[src/rtl/mem_arbiter_if.sv]
// Bundle of fetch, data and memory-side signals shared by the arbiter and its users.
// The slave modport is the arbiter; the master modport is the requesters plus memory.
interface mem_arbiter_if #(
    parameter int AW = 6
);
    logic          if_req;
    logic [31:0]   if_addr;
    logic          if_gnt;
    logic          if_rvalid;
    logic [31:0]   if_rdata;
    logic          if_err;

    logic          d_req;
    logic          d_we;
    logic [31:0]   d_addr;
    logic [31:0]   d_wd;
    logic          d_gnt;
    logic          d_rvalid;
    logic [31:0]   d_rdata;
    logic          d_err;

    logic          mem_en;
    logic          mem_we;
    logic [AW-1:0] mem_addr;
    logic [31:0]   mem_wd;
    logic [31:0]   mem_rd;

    modport slave (
        input  if_req, if_addr, d_req, d_we, d_addr, d_wd, mem_rd,
        output if_gnt, if_rvalid, if_rdata, if_err,
        output d_gnt, d_rvalid, d_rdata, d_err,
        output mem_en, mem_we, mem_addr, mem_wd
    );

    modport master (
        output if_req, if_addr, d_req, d_we, d_addr, d_wd, mem_rd,
        input  if_gnt, if_rvalid, if_rdata, if_err,
        input  d_gnt, d_rvalid, d_rdata, d_err,
        input  mem_en, mem_we, mem_addr, mem_wd
    );
endinterface

[src/rtl/mem_arbiter.sv]
// Fetch/data arbiter for a single-ported segmented memory: data has priority,
// a starvation counter forces fetch through, responses return one cycle after grant.
module mem_arbiter #(
    parameter int          AW           = 6,
    parameter logic [31:0] DATA_BASE    = 32'd32,
    parameter int          STARVE_LIMIT = 3
) (
    input  logic          clk,
    input  logic          rst_n,
    mem_arbiter_if.slave  bus
);
    localparam int            CW     = (STARVE_LIMIT < 1) ? 1 : $clog2(STARVE_LIMIT + 1);
    localparam logic [CW-1:0] LIMIT  = CW'(STARVE_LIMIT);
    // Compared at 33 bits so a large d_addr is never truncated into range.
    localparam logic [32:0]   D_SPAN = (33'd1 << AW) - {1'b0, DATA_BASE};

    logic [CW-1:0] starve_cnt_reg, starve_cnt_next;
    logic          if_rvalid_reg, if_err_reg;
    logic          d_rvalid_reg, d_err_reg, d_rd_reg;

    logic          starved;
    logic          if_gnt, d_gnt;
    logic          if_legal, d_legal;
    logic          mem_en, mem_we;
    logic [AW-1:0] mem_addr;
    logic [31:0]   mem_wd;

    always_comb begin
        starved  = (starve_cnt_reg == LIMIT);
        if_legal = (bus.if_addr < DATA_BASE);
        d_legal  = ({1'b0, bus.d_addr} < D_SPAN);
        if_gnt   = rst_n && bus.if_req && (!bus.d_req || starved);
        d_gnt    = rst_n && bus.d_req && !(bus.if_req && starved);
    end

    always_comb begin
        mem_en   = 1'b0;
        mem_we   = 1'b0;
        mem_addr = '0;
        mem_wd   = '0;
        if (if_gnt && if_legal) begin
            mem_en   = 1'b1;
            mem_addr = bus.if_addr[AW-1:0];
        end else if (d_gnt && d_legal) begin
            mem_en   = 1'b1;
            mem_we   = bus.d_we;
            mem_addr = AW'(DATA_BASE + bus.d_addr);
            mem_wd   = bus.d_wd;
        end
    end

    // Counts data grants while fetch waits; any fetch grant or idle fetch resets it.
    always_comb begin
        starve_cnt_next = starve_cnt_reg;
        if (if_gnt || !bus.if_req) begin
            starve_cnt_next = '0;
        end else if (d_gnt && !starved) begin
            starve_cnt_next = starve_cnt_reg + CW'(1);
        end
    end

    always_ff @(posedge clk) begin
        if (!rst_n) begin
            starve_cnt_reg <= '0;
            if_rvalid_reg  <= 1'b0;
            if_err_reg     <= 1'b0;
            d_rvalid_reg   <= 1'b0;
            d_err_reg      <= 1'b0;
            d_rd_reg       <= 1'b0;
        end else begin
            starve_cnt_reg <= starve_cnt_next;
            if_rvalid_reg  <= if_gnt;
            if_err_reg     <= if_gnt && !if_legal;
            d_rvalid_reg   <= d_gnt;
            d_err_reg      <= d_gnt && !d_legal;
            d_rd_reg       <= d_gnt && !bus.d_we;
        end
    end

    // Responses are masked while reset is asserted so an in-flight one is dropped.
    assign bus.if_gnt    = if_gnt;
    assign bus.d_gnt     = d_gnt;
    assign bus.if_rvalid = rst_n && if_rvalid_reg;
    assign bus.if_err    = rst_n && if_err_reg;
    assign bus.if_rdata  = (rst_n && if_rvalid_reg && !if_err_reg) ? bus.mem_rd : 32'd0;
    assign bus.d_rvalid  = rst_n && d_rvalid_reg;
    assign bus.d_err     = rst_n && d_err_reg;
    assign bus.d_rdata   = (rst_n && d_rvalid_reg && !d_err_reg && d_rd_reg) ? bus.mem_rd : 32'd0;
    assign bus.mem_en    = mem_en;
    assign bus.mem_we    = mem_we;
    assign bus.mem_addr  = mem_addr;
    assign bus.mem_wd    = mem_wd;
endmodule

[src/flat_wrapper.sv]
// flat-port wrapper written by rule: the top's interface ports become plain ports
module mem_arbiter_flat 
#(
    parameter int          AW           = 6,
    parameter logic [31:0] DATA_BASE    = 32'd32,
    parameter int          STARVE_LIMIT = 3
)
  (clk, rst_n, bus_if_req, bus_if_addr, bus_d_req, bus_d_we, bus_d_addr, bus_d_wd, bus_mem_rd, bus_if_gnt, bus_if_rvalid, bus_if_rdata, bus_if_err, bus_d_gnt, bus_d_rvalid, bus_d_rdata, bus_d_err, bus_mem_en, bus_mem_we, bus_mem_addr, bus_mem_wd);
  mem_arbiter_if #(.AW(AW)) bus_i ();
  input  logic clk;
  input  logic rst_n;
  input wire logic [$bits(bus_i.if_req)-1:0] bus_if_req;
  input wire logic [$bits(bus_i.if_addr)-1:0] bus_if_addr;
  input wire logic [$bits(bus_i.d_req)-1:0] bus_d_req;
  input wire logic [$bits(bus_i.d_we)-1:0] bus_d_we;
  input wire logic [$bits(bus_i.d_addr)-1:0] bus_d_addr;
  input wire logic [$bits(bus_i.d_wd)-1:0] bus_d_wd;
  input wire logic [$bits(bus_i.mem_rd)-1:0] bus_mem_rd;
  output wire logic [$bits(bus_i.if_gnt)-1:0] bus_if_gnt;
  output wire logic [$bits(bus_i.if_rvalid)-1:0] bus_if_rvalid;
  output wire logic [$bits(bus_i.if_rdata)-1:0] bus_if_rdata;
  output wire logic [$bits(bus_i.if_err)-1:0] bus_if_err;
  output wire logic [$bits(bus_i.d_gnt)-1:0] bus_d_gnt;
  output wire logic [$bits(bus_i.d_rvalid)-1:0] bus_d_rvalid;
  output wire logic [$bits(bus_i.d_rdata)-1:0] bus_d_rdata;
  output wire logic [$bits(bus_i.d_err)-1:0] bus_d_err;
  output wire logic [$bits(bus_i.mem_en)-1:0] bus_mem_en;
  output wire logic [$bits(bus_i.mem_we)-1:0] bus_mem_we;
  output wire logic [$bits(bus_i.mem_addr)-1:0] bus_mem_addr;
  output wire logic [$bits(bus_i.mem_wd)-1:0] bus_mem_wd;
  assign bus_i.if_req = bus_if_req;
  assign bus_i.if_addr = bus_if_addr;
  assign bus_i.d_req = bus_d_req;
  assign bus_i.d_we = bus_d_we;
  assign bus_i.d_addr = bus_d_addr;
  assign bus_i.d_wd = bus_d_wd;
  assign bus_i.mem_rd = bus_mem_rd;
  assign bus_if_gnt = bus_i.if_gnt;
  assign bus_if_rvalid = bus_i.if_rvalid;
  assign bus_if_rdata = bus_i.if_rdata;
  assign bus_if_err = bus_i.if_err;
  assign bus_d_gnt = bus_i.d_gnt;
  assign bus_d_rvalid = bus_i.d_rvalid;
  assign bus_d_rdata = bus_i.d_rdata;
  assign bus_d_err = bus_i.d_err;
  assign bus_mem_en = bus_i.mem_en;
  assign bus_mem_we = bus_i.mem_we;
  assign bus_mem_addr = bus_i.mem_addr;
  assign bus_mem_wd = bus_i.mem_wd;
  mem_arbiter #(.AW(AW), .DATA_BASE(DATA_BASE), .STARVE_LIMIT(STARVE_LIMIT)) u_core (.clk(clk), .rst_n(rst_n), .bus(bus_i));
endmodule
[config.mk]
export PLATFORM = sky130hd
export DESIGN_NAME = mem_arbiter_flat
export DESIGN_NICKNAME = d
export VERILOG_FILES = /design/src/rtl/mem_arbiter_if.sv /design/src/rtl/mem_arbiter.sv /design/src/flat_wrapper.sv
export SDC_FILE = /design/constraint.sdc
export NUM_CORES = 1
export LEC_CHECK = 0
export ABC_AREA = 1
export CELL_PAD_IN_SITES_DETAIL_PLACEMENT = 0
export CELL_PAD_IN_SITES_GLOBAL_PLACEMENT = 1
export CORE_MARGIN = 10
export CORE_UTILIZATION = 13
export DETAILED_ROUTE_END_ITERATION = 6
export GPL_ROUTABILITY_DRIVEN = 0
export PLACE_DENSITY = 0.95
export SYNTH_ARGS = -nofsm -noshare
export SYNTH_HDL_FRONTEND = slang
export SYNTH_SLANG_ARGS = --single-unit
[constraint.sdc]
create_clock -name clk -period 3.5 [get_ports clk]
set_clock_uncertainty 0.05 [all_clocks]
set_input_delay 0.7 -clock clk [delete_from_list [all_inputs] [get_ports clk]]
set_output_delay 0.7 -clock clk [all_outputs]
set_load 0.03 [all_outputs]
# Word level (Yosys, flattened, before mapping)
# Cells that the tools add are included.
# Widths: inputs -> output; s select.
op_classes:
  n_bitwise: 1
  n_eq_ne: 1
  addsub: 2
  reduce_logical: 30
  n_lt_le_gt_ge: 2
  mux: 10
ops:
  columns: ["op", "n"]
  rows:
  - ["$mux 32", 4]
  - ["$lt 32x6->1 const B", 2]
  - ["$logic_and 1x1->1", 18]
  - ["$mux 6", 2]
  - ["$logic_not 1->1", 9]
  - ["$add 6x6->6 const A", 1]
  - ["$mux 1", 4]
  - ["$add 2x1->2 const B", 1]
  - ["$eq 2x2->1 const B", 1]
  - ["$logic_or 1x1->1", 2]
  - ["$reduce_or 2->1", 1]
  - ["$not 1->1", 1]
word_totals:
  elab_cells: 52
  regBits: 7

# Logic depth before layout (Yosys ltp)
# Gate-level depths: netlist of the first run.
depth:
  ltp_word: 7
  mapped_depth: 8
  depth_no_buf: 7

# Least setup slack after synthesis of the first run
# No wires, ideal clock.
synth_timing:
  path_type: "input port to output port"
  from: "in bus_d_addr[12]"
  to: "out bus_mem_wd[0]"
  path_stages: 7
  path_buffers: 0
  t_arrival_ns: 1.726
  path_slack_ns: 1.024
  path_cell_list: "nor2_1 nand2_1 nor2_2 nand2_2 nor2_8 nand2_8 nor2_1"
synth_between:
  elab_chain_len: 4
synth_lines:
  columns: ["element", "line_no", "source"]
  rows:
  - ["start, declared", "flat_wrapper.sv:16", "input wire logic [$bits(bus_i.d_addr)-1:0] bus_d_addr;"]
  - ["$lt 32x6->1", "mem_arbiter.sv:31", "d_legal = ({1'b0, bus.d_addr} < D_SPAN);"]
  - ["$logic_and 1x1->1", "mem_arbiter.sv:44", "end else if (d_gnt && d_legal) begin"]
  - ["$mux 32", "mem_arbiter.sv:44", null]
  - ["$mux 32", "mem_arbiter.sv:41", "if (if_gnt && if_legal) begin"]
  - ["end, declared", "flat_wrapper.sv:30", "output wire logic [$bits(bus_i.mem_wd)-1:0] bus_mem_wd;"]
# Every way passes these cells.

# Worst setup path after layout of the first run
layout_timing:
  from: "in rst_n"
  to: "out bus_d_gnt"
layout_between:
  elab_chain_len: 2
layout_lines:
  columns: ["element", "line_no", "source"]
  rows:
  - ["start, declared", "flat_wrapper.sv:11", "input logic rst_n;"]
  - ["$logic_and 1x1->1 (2 in series)", "mem_arbiter.sv:33", "d_gnt = rst_n && bus.d_req && !(bus.if_req && starved);"]
  - ["end, declared", "flat_wrapper.sv:23", "output wire logic [$bits(bus_i.d_gnt)-1:0] bus_d_gnt;"]
# Every way passes these cells.

==> results.txt, run 1 <==
Layout fillers -> 1161
Via count -> 2424
Grt peak-use layer -> met2
CTS tree -> yes
Register area -> 140 um2
Worst-Margin Slew -> 0.521 ns
Buf+Inv Stages, Crit Path -> 3
Share of cells above drive strength 1 -> 0.285
M3 GR Usage -> 0.0583
Rel. slew slack -> 0.653
Final Max Slew Viols -> 0
Starting Density -> 0.132
Final period util -> 0.917
Critical Path RT -> 2.75 ns
Final TNS setup -> 0 ns
Post CTS Setup Buffer Count -> 0
Final antenna-violating net count -> 0
Reg2Reg Setup Slack -> 2.43 ns
GRT met1 Usage -> 0.0949
Crit Path Category -> in -> out
Max cap viols -> 0
Area contributors post-synth -> nor2_1 (26%), nor2_4 (21%), inv_1 (19%), dfxtp_1 (9.4%), nand2_1 (6.8%)
Initial antenna violation count -> 0
Met2 Track Usage GR -> 0.173
Multi-input logic area -> 981 um2
Die area -> 16200 um2
Hold Slack -> 0.383 ns
Diode count -> 0
Most common cell on crit path -> clkdlybuf4s50_1
Iteration-0 DRC Markers -> 28
Clock Tree Buf Depth -> 2
# nets final -> 650
Final Cell Area -> 3910 um2
First-pass DRT Iterations -> 4
Worst setup margin -> 0.289 ns
Clock Pin Slew Worst Setup and Hold Paths -> 0.03 ns
Avg WL per Cell -> 13.1 um
Post-Syn Instances -> 276
Status -> finished, final reports clean
Crit path time final -> 3.21 ns
Critical path's top delay family -> buffers and inverters
Root Driver -> clkbuf_16
R2r worst-path depth -> 6
Chip width -> 127 um
Endpoint class of the critical path -> output pin
IO Count -> 243
Place WS -> 0.258 ns
Hold WC Path Type -> reg -> reg
First-pass GRT wire length -> 13200 um
Max reg flops -> 2
Worst Path Arrival -> 2.46 ns
Syn Nets -> 410
Hold buffers post-CTS -> 0
Max stage delay cell, worst path -> clkdlybuf4s50_1
DRC violations left -> 0
# resized after CTS -> 0
Number of setup violations in the final report -> 0
VDD IR max -> 0.0777 mV
Worst r2r src -> u_core.starve_cnt_reg[0]
Yosys warns -> 0
Clk_lat worst skew -> 0.23 ns
Worst path cell trace -> clkdlybuf4s50_1 > nand3_1 > inv_2 > clkdlybuf4s50_1
Core Rows -> 39
Post-Syn Area -> 1500 um2
FMAX -> 311 MHz
Worst hold endpoint -> u_core.starve_cnt_reg[0]
H-tree lvl count -> 1
Largest net degree at the start of global routing -> 36
Unrepaired setup endpoints after global routing -> no
Post-DP HPWL -> 8070 um
Slowest stage delay, CP -> 0.71 ns
Hold Startpoint -> u_core.starve_cnt_reg[0]
Mean number of vias per cell -> 3.68
CP Launch Type -> input pin
Clock sink count -> 7
Hold Fails Final Rpt -> 0
Cell Area, Placed -> 3830 um2
R2R Path End -> u_core.starve_cnt_reg[0]
CTS Buf Count -> 3
Yosys reg bits -> 7
Crit path max fanout -> 7
WHS Path Cells -> 1
Share of the yosys chip area belonging to registers -> 0.0936
Top-area cell type share of the netlist area -> 0.263
Syn_area_per_cell -> 5.42 um2
Area growth from synthesis to layout -> 161%
Unique cell type count in the Yosys netlist -> 18
Total congestion overflow -> 0
Vias in the first global route -> 2598
Core area -> 11300 um2
Static Leak -> 2.06 nW
Port Buffer Count -> 242
Die Span Y -> 127 um
Power per cell area -> 135 nW/um2
GRT Total Usage -> 0.0969
Area leader, netlist -> nor2_1
Drt total wl -> 8590 um
cell type report:
type / instances / area share
tap: 143 / 0.0457
multi-input combinational: 183 / 0.251
clock buffer: 4 / 0.0202
timing repair buffer: 245 / 0.575
sequential: 7 / 0.0358
inverter: 76 / 0.0729
per-stage QoR:
| stage | utilization | total power, mW | std cells |
|---|---|---|---|
| after floorplan | - | 0.158 | 276 |
| after global placement | 0.339 | 0.334 | 654 |
| after detailed placement | 0.339 | 0.338 | 654 |
| after CTS | 0.345 | 0.532 | 658 |
| after global routing | 0.345 | 0.554 | 658 |
| final | 0.345 | 0.527 | 658 |
cell families (layout without fill, tap and decap cells):
logic type / Yosys count / in the layout / share of synthesized area
fa+ha+maj: 1 / 1 / 0.00836
buf+inv: 86 / 325 / 0.251
flops: 7 / 7 / 0.0936
simple gates: 182 / 182 / 0.647
cell usage after synthesis:
cell type / number
nor2_1: 105
inv_1: 74
nor2_4: 28
nand2_1: 27
nand3_1: 13
dfxtp_1: 7
clkbuf_1: 4
buf_12: 3
buf_2: 3
nand2_2: 3
inv_2: 2
ha_1: 1
nand2_8: 1
nor2_2: 1
nor2_8: 1
nor3_1: 1
nor3_4: 1
or2_1: 1
per-layer routing:
layer / vias to the layer above / wire, um
li1: 1236 / -
met1: 1016 / 2950
met2: 167 / 4230
met3: 5 / 1350
met4: 0 / 54
met5: - / 0
where the power goes:
part,internal (mW),switching (mW),total (mW)
Clock,0.151,0.0414,0.193
Sequential,0.0840,0.00143,0.0855
Combinational,0.158,0.0912,0.249
how the worst max path moves through the flow:
stage	slack (ns)	cells past startpoint	endpoint	startpoint
after floorplan	1.02	7	bus_mem_wd[0]	bus_d_addr[12]
after global placement	0.27	4	bus_d_gnt	rst_n
after detailed placement	0.26	4	bus_d_gnt	rst_n
after CTS	0.25	4	bus_d_gnt	rst_n
after global routing	0.11	6	bus_mem_wd[0]	rst_n
final	0.29	4	bus_d_gnt	rst_n
worst register-to-register path: cells and delay by family, from the launching register on:
kind | cells | cell delay [ns]
and+or+nand+nor | 4 | 0.38
buffers and inverters | 1 | 0.05
DFF | 1 | 0.31
adders and majority gates | 1 | 0.21
placed cells by master, fill, tap and decap left out, drive strengths merged:
master,netlist,routed
nor2,135,135
clkdlybuf4s50,0,138
clkbuf,4,4
ha,1,1
nand2,31,31
nor3,2,2
or2,1,1
inv,76,76
nand3,13,13
dfxtp,7,7
buf,6,107
No activity file was read; power rests on OpenSTA's default activity.
==> run 2, diff against run 1 <==
--- a/config.mk
+++ b/config.mk
@@ -8,8 +8,10 @@
 export ABC_AREA = 1
 export CELL_PAD_IN_SITES_DETAIL_PLACEMENT = 0
 export CELL_PAD_IN_SITES_GLOBAL_PLACEMENT = 1
+export CORE_ASPECT_RATIO = 0.6
 export CORE_MARGIN = 10
 export CORE_UTILIZATION = 13
+export CTS_CLUSTER_SIZE = 30
 export DETAILED_ROUTE_END_ITERATION = 6
 export GPL_ROUTABILITY_DRIVEN = 0
 export PLACE_DENSITY = 0.95
==> results.txt, run 2 (synthesis results as in run 1) <==
Mean number of vias per cell -> 3.63 (-1.4%)
Crit Path Category -> in -> out
Iteration-0 DRC Markers -> 82 (+190%)
Final antenna-violating net count -> 0 (unchanged)
First-pass GRT wire length -> 12900 um (-1.9%)
Core area -> 11300 um2 (-0.53%)
Post CTS Setup Buffer Count -> 0 (unchanged)
Port Buffer Count -> 242 (unchanged)
# resized after CTS -> 0 (unchanged)
Avg WL per Cell -> 13.6 um (+4.4%)
Clock Pin Slew Worst Setup and Hold Paths -> 0.04 ns (about the same)
Number of setup violations in the final report -> 0 (unchanged)
Unrepaired setup endpoints after global routing -> no
CTS tree -> yes
GRT Total Usage -> 0.0980 (+0.00112)
Worst-Margin Slew -> 0.356 ns (-0.165 ns)
Layout fillers -> 1165 (+0.34%)
Core Rows -> 30 (-23%)
Hold Startpoint -> u_core.starve_cnt_reg[0]
H-tree lvl count -> 1 (unchanged)
Drt total wl -> 9080 um (+5.7%)
Rel. slew slack -> 0.762 (+0.109)
Starting Density -> 0.133 (+0.000705)
DRC violations left -> 0 (unchanged)
Clk_lat worst skew -> 0.23 ns (about the same)
Most frequent cells in the layout -> clkdlybuf4s50_1 (143), nor2_1 (105), buf_4 (102), inv_1 (74), nor2_4 (28)
# nets final -> 657 (+1.1%)
Max cap viols -> 0 (unchanged)
Die Span Y -> 103 um (-19%)
Crit path max fanout -> 7 (unchanged)
Die area -> 16300 um2 (+0.87%)
Hold Fails Final Rpt -> 0 (unchanged)
Root Driver -> clkbuf_16
Crit path time final -> 3.28 ns (+0.0719 ns)
Final period util -> 0.938 (+0.0206)
Largest net degree at the start of global routing -> 23 (-36%)
IO Count -> 243 (unchanged)
Worst Path Arrival -> 2.53 ns (+0.07 ns)
Status -> finished, final reports clean
Commonest non-fill, non-tap cell in the layout -> clkdlybuf4s50_1
Post-DP HPWL -> 8530 um (+5.8%)
Setup crit start -> bus_d_addr[29]
Endpoint class of the critical path -> output pin
Hold buffers post-CTS -> 0 (unchanged)
Via count -> 2420 (-0.17%)
Initial antenna violation count -> 0 (unchanged)
Final TNS setup -> 0 ns (unchanged)
Static Leak -> 2.08 nW (+1.2%)
FMAX -> 305 MHz (-2.2%)
CTS Buf Count -> 3 (unchanged)
Vias in the first global route -> 2504 (-3.6%)
Clock sink count -> 7 (unchanged)
Max reg flops -> 2 (unchanged)
Final Max Slew Viols -> 0 (unchanged)
CP Launch Type -> input pin
Area growth from synthesis to layout -> 167%
Total congestion overflow -> 0 (unchanged)
Power per cell area -> 132 nW/um2 (-2.0%)
First-pass DRT Iterations -> 4 (unchanged)
Critical Path RT -> 2.75 ns (about the same)
Total power -> 0.529 mW (+0.29%)
Clock Tree Buf Depth -> 2 (unchanged)
Diode count -> 0 (unchanged)
Hold WC Path Type -> reg -> reg
Chip width -> 159 um (+25%)
Share of cells above drive strength 1 -> 0.285 (about the same)
VDD IR max -> 0.0955 mV (+23%)
Worst r2r src -> u_core.starve_cnt_reg[0]
-- run 2: area by class of cell --
cell class	instances	area, um2	share of cell area
clock buffer	4	78.8	0.0197
inverter	76	285	0.0713
multi-input combinational	183	981	0.245
sequential	7	140	0.0350
tap	144	180	0.0450
timing repair buffer	252	2340	0.584
-- run 2: stage by stage --
step	hold slack [ns]	cells	instance area, um2	setup slack [ns]	util
final	0.384	666	4000	0.217	0.355
after global routing	0.414	666	4000	0.0459	0.355
after CTS	0.385	666	4000	0.212	0.355
after detailed placement	0.380	662	3920	0.212	0.348
after global placement	0.356	662	3920	0.194	0.348
after floorplan	0.349	276	1500	1.02	-
-- run 2: metal layers --
layer | track usage | share of wire | vias to the layer above
met3 | 0.0446 | 0.13 | 5
met2 | 0.181 | 0.49 | 134
li1 | - | - | 1251
met4 | 0.0149 | 0.0045 | 0
met1 | 0.103 | 0.37 | 1030
met5 | 0 | 0 | -
-- run 2: where the power goes --
| group | total [mW] | leakage [nW] | internal, mW | switching (mW) |
|---|---|---|---|---|
| sequential | 0.0853 | 0.0577 | 0.0840 | 0.00131 |
| clock | 0.194 | 0.0382 | 0.151 | 0.0422 |
| combinational | 0.250 | 1.99 | 0.158 | 0.0912 |
-- run 2: critical path: stages --
cell and delay [ns]:
clkdlybuf4s50_1 0.41, nor2_1 0.10, nand2_1 0.06, nor2_1 0.15, nand2_2 0.11, nor2_8 0.17
nand3_1 0.09, nand2_1 0.07, clkdlybuf4s50_1 0.67
-- run 2: final timing paths --
kind	cells after the start	to	slack (ns)
max	9	bus_mem_addr[3]	0.22
min	1	u_core.starve_cnt_reg[0]	0.38
max reg2reg	5	u_core.d_err_reg	2.42
min reg2reg	1	u_core.starve_cnt_reg[0]	0.38
